<file path="src/rtl/speed_pi_ctrl.sv">
// speed_pi_ctrl: closed-loop speed regulator.
// Takes a pulses-per-window measurement and runs a PI update against a
// setpoint. The result is clamped to an 8-bit duty and drives a
// period-aligned PWM output. Everything is in the OUT_CLK domain.
//
// Handshake: Count_vld is a one-cycle strobe and has no ready. A strobe
// seen while Busy is high is remembered as a single pending update. That
// update carries the most recent Count and runs as soon as the FSM is back
// in IDLE. With Enable low every strobe is dropped.
module speed_pi_ctrl #(
    parameter int KP    = 4,
    parameter int KI    = 1,
    parameter int FRAC  = 4,
    parameter int I_MAX = 4095
) (
    input  logic       OUT_CLK,
    input  logic       RST,
    input  logic [7:0] Count,
    input  logic       Count_vld,
    input  logic [7:0] Setpoint,
    input  logic       Enable,
    output logic [7:0] Duty,
    output logic       PWM_OUT,
    output logic       Busy,
    output logic       Sat,
    output logic [2:0] state_dbg
);

    localparam int DW = 20;

    localparam logic [2:0] S_IDLE   = 3'd0;
    localparam logic [2:0] S_ERR    = 3'd1;
    localparam logic [2:0] S_MAC    = 3'd2;
    localparam logic [2:0] S_CLAMP  = 3'd3;
    localparam logic [2:0] S_UPDATE = 3'd4;

    localparam logic signed [DW-1:0] KP_S  = DW'(KP);
    localparam logic signed [DW-1:0] KI_S  = DW'(KI);
    localparam logic signed [DW-1:0] I_HI  = DW'(I_MAX);
    localparam logic signed [DW-1:0] I_LO  = -I_HI;
    localparam logic signed [DW-1:0] S_MAX = 20'sd255;
    localparam logic [7:0]           PWM_LAST = 8'd254;

    logic [2:0]           state;
    logic [7:0]           cnt_lat;
    logic [7:0]           sp_lat;
    logic                 pend;
    logic [7:0]           pend_cnt;
    logic signed [8:0]    err_q;
    logic signed [DW-1:0] i_q;
    logic signed [DW-1:0] i_new_q;
    logic signed [DW-1:0] sum_q;
    logic [7:0]           clamp_q;
    logic                 clamp_sat_q;
    logic                 hold_q;

    logic [7:0]           pwm_cnt;
    logic [7:0]           shadow_duty;

    logic signed [8:0]    err_c;
    logic signed [DW-1:0] err_ext;
    logic signed [DW-1:0] p_c;
    logic signed [DW-1:0] i_acc;
    logic signed [DW-1:0] i_sat;
    logic signed [DW-1:0] sum_c;
    logic signed [DW-1:0] s_c;
    logic [7:0]           clamp_c;
    logic                 clamp_sat_c;
    logic                 hold_c;

    assign Busy      = (state != S_IDLE);
    assign state_dbg = state;

    // PI datapath: error, P and clamped I, then the shifted and clamped output.
    always_comb begin
        err_c   = $signed({1'b0, sp_lat}) - $signed({1'b0, cnt_lat});
        err_ext = {{(DW-9){err_q[8]}}, err_q};
        p_c     = KP_S * err_ext;
        i_acc   = i_q + KI_S * err_ext;
        i_sat   = i_acc;
        if (i_acc > I_HI) begin
            i_sat = I_HI;
        end else if (i_acc < I_LO) begin
            i_sat = I_LO;
        end
        sum_c = p_c + i_sat;

        // The arithmetic shift floors toward -inf, so -1000 >>> 4 gives -63.
        s_c         = sum_q >>> FRAC;
        clamp_c     = s_c[7:0];
        clamp_sat_c = 1'b0;
        if (s_c[DW-1]) begin
            clamp_c     = 8'd0;
            clamp_sat_c = 1'b1;
        end else if (s_c > S_MAX) begin
            clamp_c     = 8'd255;
            clamp_sat_c = 1'b1;
        end
        // Freeze the integrator when the output is saturated in the direction the error pushes.
        hold_c = ((s_c > S_MAX) && !err_q[8] && (err_q != 9'sd0)) ||
                 (s_c[DW-1] && err_q[8]);
    end

    // Control FSM, pending-strobe capture and integrator/duty update.
    always_ff @(posedge OUT_CLK or posedge RST) begin
        if (RST) begin
            state       <= S_IDLE;
            cnt_lat     <= 8'd0;
            sp_lat      <= 8'd0;
            pend        <= 1'b0;
            pend_cnt    <= 8'd0;
            err_q       <= 9'sd0;
            i_q         <= '0;
            i_new_q     <= '0;
            sum_q       <= '0;
            clamp_q     <= 8'd0;
            clamp_sat_q <= 1'b0;
            hold_q      <= 1'b0;
            Duty        <= 8'd0;
            Sat         <= 1'b0;
        end else if (!Enable) begin
            state <= S_IDLE;
            pend  <= 1'b0;
            i_q   <= '0;
            Duty  <= 8'd0;
            Sat   <= 1'b0;
        end else begin
            case (state)
                S_IDLE: begin
                    if (Count_vld || pend) begin
                        cnt_lat <= Count_vld ? Count : pend_cnt;
                        sp_lat  <= Setpoint;
                        pend    <= 1'b0;
                        state   <= S_ERR;
                    end
                end
                S_ERR: begin
                    err_q <= err_c;
                    state <= S_MAC;
                end
                S_MAC: begin
                    i_new_q <= i_sat;
                    sum_q   <= sum_c;
                    state   <= S_CLAMP;
                end
                S_CLAMP: begin
                    clamp_q     <= clamp_c;
                    clamp_sat_q <= clamp_sat_c;
                    hold_q      <= hold_c;
                    state       <= S_UPDATE;
                end
                S_UPDATE: begin
                    Duty <= clamp_q;
                    Sat  <= clamp_sat_q;
                    if (!hold_q) begin
                        i_q <= i_new_q;
                    end
                    state <= S_IDLE;
                end
                default: begin
                    state <= S_IDLE;
                end
            endcase
            // A strobe during a busy cycle becomes the single pending update.
            if (Count_vld && (state != S_IDLE)) begin
                pend     <= 1'b1;
                pend_cnt <= Count;
            end
        end
    end

    // PWM: 255-cycle period. Shadow duty changes only at the period boundary.
    always_ff @(posedge OUT_CLK or posedge RST) begin
        if (RST) begin
            pwm_cnt     <= 8'd0;
            shadow_duty <= 8'd0;
            PWM_OUT     <= 1'b0;
        end else begin
            pwm_cnt <= (pwm_cnt == PWM_LAST) ? 8'd0 : pwm_cnt + 8'd1;
            if (!Enable) begin
                shadow_duty <= 8'd0;
                PWM_OUT     <= 1'b0;
            end else begin
                if (pwm_cnt == PWM_LAST) begin
                    shadow_duty <= Duty;
                end
                PWM_OUT <= (pwm_cnt < shadow_duty);
            end
        end
    end

endmodule

</file>
<file path="config.mk">
export PLATFORM = sky130hd
export DESIGN_NAME = speed_pi_ctrl
export DESIGN_NICKNAME = d
export VERILOG_FILES = /design/src/rtl/speed_pi_ctrl.sv
export SDC_FILE = /design/constraint.sdc
export NUM_CORES = 1
export LEC_CHECK = 0
export CORE_ASPECT_RATIO = 0.5
export CORE_MARGIN = 2
export CORE_UTILIZATION = 40
export DETAILED_ROUTE_END_ITERATION = 12
export SLEW_MARGIN = 20
export SYNTH_ARGS = -nofsm -noshare
export SYNTH_HDL_FRONTEND = slang
export SYNTH_SLANG_ARGS = --single-unit
</file>
<file path="constraint.sdc">
create_clock -name OUT_CLK -period 18.1 [get_ports OUT_CLK]
set_input_delay 1.81 -clock OUT_CLK [delete_from_list [all_inputs] [get_ports OUT_CLK]]
set_output_delay 1.81 -clock OUT_CLK [all_outputs]
set_load 0.02 [all_outputs]
</file>
; ---- Yosys cells after proc, flatten, opt, wreduce, memory -nomap -nowiden
; Cells that the tools add are included.
[op_classes]
div = 0
n_mux = 25
n_eq_ne = 11
n_reduce_logical = 17
shifts = 0
n_lt_le_gt_ge = 4
addsub = 4
n_bitwise = 0
multipliers = 0
[op_table]
columns = op, count
row1 = 20-bit 2-to-1 mux, 5
row2 = 8-bit 2-to-1 mux, 8
row3 = 11-bit by 20-bit adder with 20-bit output, 1
row4 = 20-bit by 9-bit adder with 20-bit output, 1
row5 = "20-bit by 13-bit greater-than comparator with 1-bit output, second input constant", 1
row6 = "20-bit by 13-bit less-than comparator with 1-bit output, second input constant", 1
row7 = "16-bit by 9-bit greater-than comparator with 1-bit output, second input constant", 1
row8 = 3-bit one-hot mux with 4 select lines, 1
row9 = 2-bit AND reduction, 6
row10 = 1-bit 2-to-1 mux, 9
row11 = 9-bit nonzero test, 1
row12 = 8-bit by 8-bit subtractor with 9-bit output, 1
row13 = "8-bit by 1-bit adder with 8-bit output, second input constant", 1
row14 = "8-bit == test, second input constant", 1
row15 = 8-bit less-than comparator, 1
row16 = "3-bit by 2-bit == test with 1-bit output, second input constant", 2
row17 = 3-bit 2-to-1 mux, 2
row18 = "3-bit by 1-bit inequality test with 1-bit output, second input constant", 2
row19 = 1-bit logical AND, 4
row20 = "2-bit by 1-bit inequality test with 1-bit output, second input constant", 2
row21 = "3-bit by 1-bit == test with 1-bit output, second input constant", 1
row22 = "3-bit == test, second input constant", 1
row23 = 3-bit zero test, 1
row24 = "3-bit inequality test, second input constant", 1
row25 = other kinds (5), 6
[word_totals]
register_bits = 133
mem_count = 0
word_cells = 78
latch_bits = 0
rom_bits = 0
mem_bits_rw = 0
input_bits = 20
out_inout_bits = 14

; ---- Logic depth before layout (Yosys ltp)
[depth]
word_depth = 5
depth_mapped = 28
mapped_depth_nobuf = 26

; ---- Worst setup path before layout
; Ideal clock, no wire load.
[synth_timing]
path_kind = register -> register
startpoint = reg err_q[8]
endpoint = reg sum_q[19]
arrival_time_ns = 5.810
stages_incl_launch_ff = 26
path_slack_ns = 12.169
setup_time_ns = 0.120
n_path_buf = 3
required_time_ns = 17.980
cell_sequence = dfrtp_1 -> ha_1 -> buf_4 -> a211o_1 -> a21oi_1 -> o211a_1 -> o41ai_2 -> xnor2_1 -> nand3_1 -> nor2_1 -> nand4_1 -> ha_1 -> clkbuf_1 -> clkbuf_1 -> o21ai_0 -> ha_1 -> a21o_1 -> a21o_1 -> a21oi_1 -> o21ai_0 -> a21oi_1 -> o211ai_1 -> a31o_4 -> a211oi_4 -> mux2_1 -> o211a_1
[synth_between]
elab_chain_len = 5
elab_cells_between_ends = 6
classes_between = add/sub (2) / order compare (2) / mux (2)
[synth_lines]
columns = item, line_no
row1 = start: declaration, 49  ; logic signed [8:0] err_q;
row2 = start signal: assignment, 138  ; err_q <= err_c;
row3 = 20-bit by 9-bit adder with 20-bit output (*), 79  ; i_acc = i_q + KI_S * err_ext;
row4 = 20-bit by 13-bit less-than comparator with 1-bit output, 83  ; end else if (i_acc < I_LO) begin
row5 = 20-bit 2-to-1 mux, 83
row6 = 20-bit 2-to-1 mux (*), 81  ; if (i_acc > I_HI) begin
row7 = named net i_sat[7], 64  ; logic signed [DW-1:0] i_sat;
row8 = 11-bit by 20-bit adder with 20-bit output (*), 86  ; sum_c = p_c + i_sat;
row9 = end signal: assignment, 143  ; sum_q <= sum_c;
row10 = end: declaration, 52  ; logic signed [DW-1:0] sum_q;
; Mark *: on every way through the listed nets, which the timed path passes. The rest lies on a longest branch.
; A chain may end at the register's enable or synchronous reset.

; ---- Final worst setup path
; Ends and elaborated chain as after synthesis.

==> results.py <==
metrics = {
    "run_status": {
        "status": "completed",
    },
    "timing": {
        "hold_viol": 0,
        "period_needed_ns": 6.52,
        "slew_violations": 0,
        "fin_ws_ns": 11.58,
        "setup_viol": 0,
        "max_slew_margin_pct": 29.7,
        "tightest_slew_ns": 1.05,
        "skew_ns": 0.0105,
        "rsz0062_at_grt": "false",
        "setup_tns_ns": 0,
        "period_share_pct": 36.0,
        "fmax_ghz": 0.153,
    },
    "die": {
        "fp.dieH_um": 103,
        "die_area_um2": 20700,
        "die_x_um": 202,
        "start_util_pct": 40.5,
        "ios": 34,
        "core_um2": 19300,
        "rows": 36,
    },
    "setup_path": {
        "cp_max_fo": 28,
        "rr_startpoint": "err_q[8]",
        "crit_type": "reg2reg",
        "worstPathBufferInverterCount": 1,
        "slowest_stage": "ha_1",
        "cp_data_required_time_ns": 18.41,
        "arrival_ns": 6.83,
        "slowest_delay_ns": 0.72,
        "end_kind": "flip-flop",
        "worstRegToRegCells": 23,
        "crit_chain": "buf_4 > ha_1 > a211o_1 > a21oi_1 > o211a_1 > o41ai_2 > xnor2_1 > nand3_1 > nor2_1 > nand4_1 > ha_1 > o21ai_0 > ha_1 > a21o_1 > a21o_1 > a21oi_1 > o21ai_0 > a21oi_1 > o211ai_1 > a31o_4 > a211oi_4 > mux2_1 > o211a_1",
        "crit_path_start_kind": "flip-flop",
        "path_delay_family": "compound AO/OA/AOI/OAI gates",
        "r2r-end": "sum_q[19]",
        "reg2reg_setup_slack_ns": 11.58,
    },
    "synth": {
        "netlist_area_um2": 7800,
        "ys.flop_type": "dfrtp_1",
        "synth_top_area_share_pct": 41.4,
        "seq_area_frac_synth_pct": 41.4,
        "synth.mux.area_fraction_pct": 5.80,
        "synth_common_cells": "129 x dfrtp_1, 112 x nand2_1, 55 x o21ai_0",
        "synth_compound_area_share_pct": 20.8,
        "synth_fa_ha_area_share_pct": 9.01,
        "synthSimpleGateAreaFrac_pct": 15.9,
        "syn_avg_cell_area_um2": 9.71,
        "yosysWarnings": 0,
        "synth_edf_count": 0,
        "async_flop_share_pct": 100,
        "yosysTopAreaCell": "dfrtp_1",
        "synth_top_family_by_area": "compound AO/OA/AOI/OAI gates",
        "syn-num-nets": 879,
        "synth_seq_cells": 129,
        "ys_types": 72,
        "synthTopCellsByArea": "dfrtp_1 41%, ha_1 8.5%, nand2_1 5.4%",
        "synthXorXnorAreaFrac_pct": 3.59,
        "synthCells": 804,
        "synth.most_common_cell": "dfrtp_1",
    },
    "global_routing": {
        "grt_max_degree": 73,
        "gr-total-overflow": 0,
        "grt_antenna_before_repair": 0,
        "grt_usage_pct": 19.4,
        "grt_pass1_vias": 5894,
        "grt_pass1_wl_mm": 31.4,
    },
    "cts": {
        "ctsHtreeMaxLevel": 4,
        "postCtsHoldBufs": 0,
        "cts-buffers-inserted": 17,
        "cts.sink_count": 129,
        "clock_tree.root_cell": "clkbuf_16",
        "cts_tree": "done",
        "cts.path.max_buffers": 2,
        "cts.repair.resized": 0,
        "postCtsSetupBuffers": 0,
        "clkTransAtPathRegs_ns": 0.06,
        "clock_latency_ns": 0.43,
    },
    "drt": {
        "finalWirelength_mm": 18.6,
        "detail_route.vias_per_cell": 5.45,
        "ant_nets": 0,
        "via_count": 6017,
        "routedWlPerCell_um": 16.8,
        "first_pass_iters": 4,
        "drc": 0,
        "drtIter0Drc": 301,
    },
    "layout": {
        "layout-drive-gt1-share_pct": 9.77,
        "fin_nets": 902,
        "fill_cells": 1873,
        "finalNonFillerCells": 1105,
        "syn2layout_area_growth_pct": 14.9,
        "design_area_um2": 8970,
        "n_antenna_cell": 0,
    },
    "min_path": {
        "min_from": "i_new_q[6]",
        "min_to": "i_new_q[6]",
        "hold_depth": 2,
        "hold_class": "reg2reg",
    },
    "power_and_ir_drop": {
        "power_density_nw_per_um2": 160,
        "ir_worst_vdd_mv": 0.0790,
        "leakage_nw": 3.97,
    },
    "place": {
        "place_inst": 1074,
        "gp_congestion": 0.868,
        "portBuffers": 33,
        "place_ws_ns": 11.69,
        "hpwlAfterDp_mm": 13.5,
        "dpl_cell_area_um2": 8370,
    },
    "run": {
        "drv_cap": 0,
    },
}
-- cell families (layout without fill, tap and decap cells) --
kind of cell,after synthesis,count (layout)
AND/OR/NAND/NOR,254,254
AO/OA/AOI/OAI,224,224
flip-flops,129,129
buffers and inverters,68,103
adder cells (fa/ha/maj),55,55
multiplexers,42,42
XOR/XNOR,32,32
-- registers in the layout, summed over array words and instances (netlist names) --
signal,cells
sp_lat,8
err_q,9
Duty,8
hold_q,1
pwm_cnt,8
clamp_sat_q,1
cnt_lat,8
shadow_duty,8
clamp_q,8
i_new_q,20
pend,1
pend_cnt,8
i_q,20
PWM_OUT,1
sum_q,16
Sat,1
state_dbg,3
-- cell type report --
| class | count | area (µm²) | share of cell area (%) |
|---|---|---|---|
| timing repair buffer | 39 | 375 | 4.19 |
| clock inverter | 8 | 104 | 1.16 |
| clock buffer | 23 | 488 | 5.44 |
| sequential | 129 | 3230 | 36.0 |
| tap | 266 | 333 | 3.71 |
| inverter | 33 | 126 | 1.41 |
| multi-input combinational | 607 | 4310 | 48.1 |
-- worst min-delay path: stages (launching register included) --
cell	delay, ns
dfrtp_1	0.34
nand2_1	0.05
nand2_1	0.06
-- cells in the final DEF, fill, tap and decap left out, types with 8 or more instances in the layout --
cell type	Yosys	routed
a211oi_1	8	8
a21boi_0	11	11
a21o_1	14	14
a21oi_1	31	31
a22o_1	22	22
clkbuf_16	0	17
clkdlybuf4s50_1	0	33
dfrtp_1	129	129
ha_1	53	53
inv_1	33	32
mux2_2	25	25
mux2i_1	16	16
nand2_1	112	112
nand2b_1	9	9
nand3_1	12	12
nand4_1	9	9
nor2_1	42	42
nor2b_1	16	16
o211ai_1	8	8
o21a_1	16	16
o21ai_0	55	55
o31ai_1	12	12
xnor2_1	21	21
xor2_1	11	11
-- through the flow --
stage,hold WS (ns),power (mW),utilization [%]
2_1_floorplan,0.447,0.935,-
3_3_place_gp,0.459,1.08,43.4
3_5_place_dp,0.463,1.09,43.4
4_1_cts,0.476,1.44,46.5
5_1_grt,0.499,1.55,46.5
6_report,0.478,1.44,46.5
-- layer usage --
layer	GRT usage (%)	part of all wire, %	wire [µm]
met1	27.7	52	9690
met4	4.58	1.0	193
met3	5.18	5.1	942
met2	29.4	42	7740
met5	0	0	0
-- where the power goes --
| part | switching [mW] | internal [mW] | leakage, nW |
|---|---|---|---|
| Sequential | 0.0587 | 0.369 | 1.66 |
| Clock | 0.128 | 0.216 | 0.277 |
| Combinational | 0.392 | 0.274 | 2.04 |
| Total | 0.579 | 0.860 | 3.97 |
-- worst max-delay path by stage --
stage | from | end | slack, ns | depth (start not counted)
finish | err_q[8] | sum_q[19] | 11.58 | 23
global route | err_q[8] | sum_q[19] | 11.19 | 23
CTS | err_q[8] | sum_q[19] | 11.64 | 23
detailed placement | err_q[8] | sum_q[19] | 11.69 | 23
global placement | err_q[8] | sum_q[19] | 11.77 | 23
floorplan | err_q[8] | sum_q[19] | 12.17 | 25
(Power assumes the default switching activity.)
==> variant 1, RTL diff (same flow settings) <==
Set the localparam `DW` to 24 (it was 20).
--- a/src/rtl/speed_pi_ctrl.sv
+++ b/src/rtl/speed_pi_ctrl.sv
@@ -27,5 +27,5 @@
 );
 
-    localparam int DW = 20;
+    localparam int DW = 24;
 
     localparam logic [2:0] S_IDLE   = 3'd0;
Check against the original RTL: no difference found for any inputs over 10 cycles, from zero or initial values and one cycle with RST high; that may be too few to reach the edited logic, so the function may still have changed.
==> variant 1 against the original RTL <==
Critical path depth grew 1. Total power grew 40%. Setup slack lost 0.011 ns. Sequential cell count grew 12. First-iteration DRC count grew 75%. Synthesized cell count grew 23%. Area after synthesis grew 15%. Routed wire length grew 20%. Design area grew 13%. Largest cell class unchanged.
==> variant 1: results (changes against the original RTL) <==
worst-case clock buffer depth = 2 (unchanged)
GRT met2 Usage = 32.43% (was 29.39%)
H-tree depth = 4 (unchanged)
Hold Slack = 0.4722 ns (was 0.4783 ns)
met1 usage = 27.59% (was 27.73%)
first-pass GRT wire length = 37140 µm (was 31420 µm)
Inserted Clock Buffers = 17 (unchanged)
first-iteration detailed-routing DRC count = 527 (was 301)
Synth top cells by count = nand2_1 (166), dfrtp_1 (141), nor2_1 (70) (was dfrtp_1 (129), nand2_1 (112), o21ai_0 (55))
post-synth net total = 1070 (was 879)
vias per inst = 5.422 (was 5.445)
Crit Path Max Fanout = 22 (was 28)
Worst Hold End = i_q[13] (was i_new_q[6])
Worst EP arrival = 6.83 ns (about the same)
Area after DPL = 9548 µm² (was 8374 µm²)
largest net degree at the start of global routing = 81 (was 73)
Internal = 0.001096 W (was 0.0008595 W)
min-delay src = i_q[13] (was i_new_q[6])
VDD IR max = 0.08928 mV (was 0.07898 mV)
result of the run = finished, final reports clean (unchanged)
Synth area leaders = dfrtp_1 (39%), ha_1 (8.4%), nand2_1 (6.9%) (was dfrtp_1 (41%), ha_1 (8.5%), nand2_1 (5.4%))
Yosys cell types = 93 (was 72)
gp weighted congestion = 0.8545 (was 0.8683)
Avg Cell Area, Syn = 9.086 µm² (was 9.706 µm²)
share of cells above drive strength 1 = 9.528% (was 9.774%)
reg-to-reg critical path endpoint = sum_q[20] (was sum_q[19])
path type of the worst min-delay path = flip-flop to flip-flop (unchanged)
Static Leakage = 4.647 nW (was 3.974 nW)
vias post-DR = 7146 (was 6017)
Tightest Pin Transition = 1.121 ns (was 1.054 ns)
Layout Nets = 1087 (was 902)
Hold Crit Depth = 2 (unchanged)
reg2reg path depth = 24 (was 23)
Routed WL = 22230 µm (was 18570 µm)
Fin Clk Skew = 0.01581 ns (was 0.01048 ns)
top flop regs = i_new_q (24), i_q (24), sum_q (20) (was i_new_q (20), i_q (20), sum_q (16))
# diodes = 0 (unchanged)
GRT Total Usage = 20.17% (was 19.37%)
filler instances = 2146 (was 1873)
Syn-to-layout area delta = 12.45% (was 14.89%)
Clock Latency Late Sink = 0.45 ns (was 0.43 ns)
Setup WS pre-CTS = 11.60 ns (was 11.69 ns)
estimated wirelength of the detail-placed design = 16340 µm (was 13530 µm)
routing usage on met3 = 4.758% (was 5.183%)
Seq/Total Area, Yosys = 39.30% (was 41.37%)
first drt pass iteration count = 5 (was 4)
placed insts = 1286 (was 1074)
==> variant 1: cell types whose count changed in the layout (fill, tap and decap cells not counted), moves of 7 or more <==
cell     delta
o21a_1     -10
a21oi_1    +16
a22o_1     -22
xor2_1      +9
nand3_1    +23
ha_1        +7
mux2_2      -7
nor2_1     +28
a21o_1     +16
nand2_1    +54
dfrtp_1    +12
o21ai_0     +8
==> variant 1: final cells by class <==
| class | count | share of cell area (%) |
|---|---|---|
| flip-flops and latches | 141 | 34.95 |
| well taps | 300 | 3.718 |
| clock buffers | 19 | 4.487 |
| multi-input cells | 765 | 50.55 |
| inverters | 39 | 1.500 |
| clock inverters | 13 | 0.8924 |
| repair buffers | 41 | 3.904 |
==> variant 1: critical path, cell delays in order, from the launching register on <==
cell	delay [ns]
dfrtp_1	0.62
buf_4	0.38
ha_1	0.49
nand2_1	0.20
o21ai_1	0.37
a21o_1	0.22
o21ai_0	0.08
a211oi_1	0.41
nand4_1	0.22
nor4b_4	0.34
nand2b_1	0.36
a21o_2	0.21
ha_1	0.29
a21o_1	0.22
a21o_1	0.17
a21o_1	0.20
a21o_1	0.18
a221o_1	0.36
a21o_1	0.18
a21oi_1	0.23
o21a_1	0.16
o211a_1	0.19
o21bai_1	0.08
xnor2_1	0.12
o21ai_0	0.08
==> variant 1: power by group through the flow <==
stage	combinational (W)	clock, W	sequential (W)
floorplan	0.000930	0	0.000489
global placement	0.00117	0	0.000505
detailed placement	0.00117	0	0.000509
CTS	0.00118	0.000337	0.000504
global route	0.00132	0.000352	0.000520
finish	0.00118	0.000330	0.000505
==> variant 1: worst max path at each step <==
stage             start        end  slack (ns)  cells past startpoint
4_1_cts        err_q[8]  sum_q[20]       11.57                     24
6_report       err_q[8]  sum_q[20]       11.57                     24
2_1_floorplan  err_q[8]  sum_q[21]       12.27                     24
3_5_place_dp   err_q[8]  sum_q[20]       11.60                     24
5_1_grt        err_q[8]  sum_q[16]       10.99                     23
3_3_place_gp   err_q[8]  sum_q[20]       11.74                     24
==> variant 1: cells by family after synthesis <==
logic type               Yosys count  synth area share [%]
AO/OA/AOI/OAI                    254                 20.10
XOR/XNOR                          41                 4.000
AND/OR/NAND/NOR                  374                 19.89
adder cells (fa/ha/maj)           62                 8.808
multiplexers                      34                 4.042
flip-flops                       141                 39.30
buffers and inverters             82                 3.861
==> variant 1: routing by layer <==
metal / share of wire, % / routed length (µm) / vias up
li1: - / - / 3545
met1: 51 / 11440 / 3477
met2: 44 / 9794 / 99
met3: 3.5 / 783 / 25
met4: 0.94 / 210 / 0
met5: 0 / 0 / -
==> variant 2, RTL diff (same flow settings) <==
Without the edit above. Put one more register stage on the output `Duty`, without a reset. The value now appears one clock later. The other outputs are not delayed to match.
--- a/src/rtl/speed_pi_ctrl.sv
+++ b/src/rtl/speed_pi_ctrl.sv
@@ -41,4 +41,6 @@
     localparam logic signed [DW-1:0] S_MAX = 20'sd255;
     localparam logic [7:0]           PWM_LAST = 8'd254;
+
+    logic [7:0] Duty_s0;
 
     logic [2:0]           state;
@@ -117,5 +119,5 @@
             clamp_sat_q <= 1'b0;
             hold_q      <= 1'b0;
-            Duty        <= 8'd0;
+            Duty_s0     <= 8'd0;
             Sat         <= 1'b0;
         end else if (!Enable) begin
@@ -123,5 +125,5 @@
             pend  <= 1'b0;
             i_q   <= '0;
-            Duty  <= 8'd0;
+            Duty_s0 <= 8'd0;
             Sat   <= 1'b0;
         end else begin
@@ -151,5 +153,5 @@
                 end
                 S_UPDATE: begin
-                    Duty <= clamp_q;
+                    Duty_s0 <= clamp_q;
                     Sat  <= clamp_sat_q;
                     if (!hold_q) begin
@@ -183,5 +185,5 @@
             end else begin
                 if (pwm_cnt == PWM_LAST) begin
-                    shadow_duty <= Duty;
+                    shadow_duty <= Duty_s0;
                 end
                 PWM_OUT <= (pwm_cnt < shadow_duty);
@@ -190,4 +192,8 @@
     end
 
+    always_ff @(posedge OUT_CLK) begin
+        Duty <= Duty_s0;
+    end
+
 endmodule
 
Behaviour: not the same (Yosys sat finds a counterexample within 10 cycles, from zero or initial values and one cycle with RST high).
==> variant 2 against the original RTL <==
Non-clock buffer count decreased by 3. Core utilization up 1.2 points. Critical endpoint is now sum_q[12]. Sequential cell count is 8 higher. Design area shrank 0.24%. Setup slack better by 0.17 ns. Total power decreased by 0.66%. Count of clock-buffer cells in the layout is 4 lower. Synthesized cell count is 1.4% higher. First-iteration DRC count shrank 3.7%. Routed wire length fell by 6.1%. Area after synthesis is 0.34% lower. Clock power rose by 4%.
==> variant 2: results (changes against the original RTL) <==
share of cells above drive strength 1 = 9.176% (was 9.774%)
first-pass GRT wire length = 29950 µm (was 31420 µm)
nonclk buf count = 36 (was 39)
estimated wirelength of the detail-placed design = 12680 µm (was 13530 µm)
Static Leakage = 3.976 nW (was 3.974 nW)
Routed WL = 17430 µm (was 18570 µm)
non-clk buf share = 3.945% (was 4.186%)
Crit Path Max Fanout = 25 (was 28)
Setup WS pre-CTS = 11.78 ns (was 11.69 ns)
final std cells w/o fill = 1109 (was 1105)
register area = 3388 µm² (was 3228 µm²)
ys async rst share = 94.16% (was 100.0%)
vias post-DR = 5857 (was 6017)
Max-slew headroom = 29.62% (was 29.67%)
GRT Total Usage = 18.19% (was 19.37%)
Layout Nets = 912 (was 902)
Seq/Total Area, Yosys = 43.56% (was 41.37%)
cell count after synthesis = 815 (was 804)
Hold Crit Depth = 0 (was 2)
Synth area leaders = dfrtp_1 (42%), ha_1 (8.5%), nand2_1 (6.6%) (was dfrtp_1 (41%), ha_1 (8.5%), nand2_1 (5.4%))
Crit path largest cell delay = 0.99 ns (was 0.72 ns)
post-synthesis adder-cell area fraction = 9.041% (was 9.011%)
gp weighted congestion = 0.8983 (was 0.8683)
Cell Pwr Density = 159.8 nW/µm² (was 160.4 nW/µm²)
Tot Pwr = 0.001429 W (was 0.001438 W)
Area after DPL = 8344 µm² (was 8374 µm²)
Internal = 0.0008627 W (was 0.0008595 W)
VDD IR max = 0.08991 mV (was 0.07898 mV)
first drt pass iteration count = 5 (was 4)
combinational share of power = 43.3% (was 46.3%)
comb_multi_in = 612 (was 607)
result of the run = finished, final reports clean (unchanged)
largest net degree at the start of global routing = 72 (was 73)
mux share of post-synthesis cell area = 4.215% (was 5.804%)
slowest cell on the critical path = dfrtp_1 (was ha_1)
first-iteration detailed-routing DRC count = 290 (was 301)
XOR/XNOR Fraction of Synth Area = 4.054% (was 3.591%)
multi-input gate share of total cell area = 46.44% (was 48.09%)
## variant 2: metal layers
| layer | vias up | wire [µm] | track usage [%] |
|---|---|---|---|
| met4 | 0 | 146 | 4.412 |
| met3 | 12 | 581 | 3.761 |
| met5 | - | 0 | 0 |
| li1 | 2939 | - | - |
| met1 | 2824 | 9309 | 26.14 |
| met2 | 82 | 7390 | 28.40 |
## variant 2: path summary, 6_finish.rpt
path / start / end / slack [ns]
worst max-delay path: err_q[8] / sum_q[12] / 11.75
worst min-delay path: Duty_s0[3] / Duty[3] / 0.40
worst max register to register: err_q[8] / sum_q[12] / 11.75
worst min register to register: Duty_s0[3] / Duty[3] / 0.40
max in group asynchronous: RST / err_q[4] / 14.81
min in group asynchronous: RST / PWM_OUT / 1.86
## variant 2: worst reg2reg max path: cells and delay by family (launching register included)
kind	cells	cell delay [ns]
AO/OA/AOI/OAI	12	3.17
AND/OR/NAND/NOR	4	1.20
flip-flops	1	0.99
adder cells (fa/ha/maj)	2	0.87
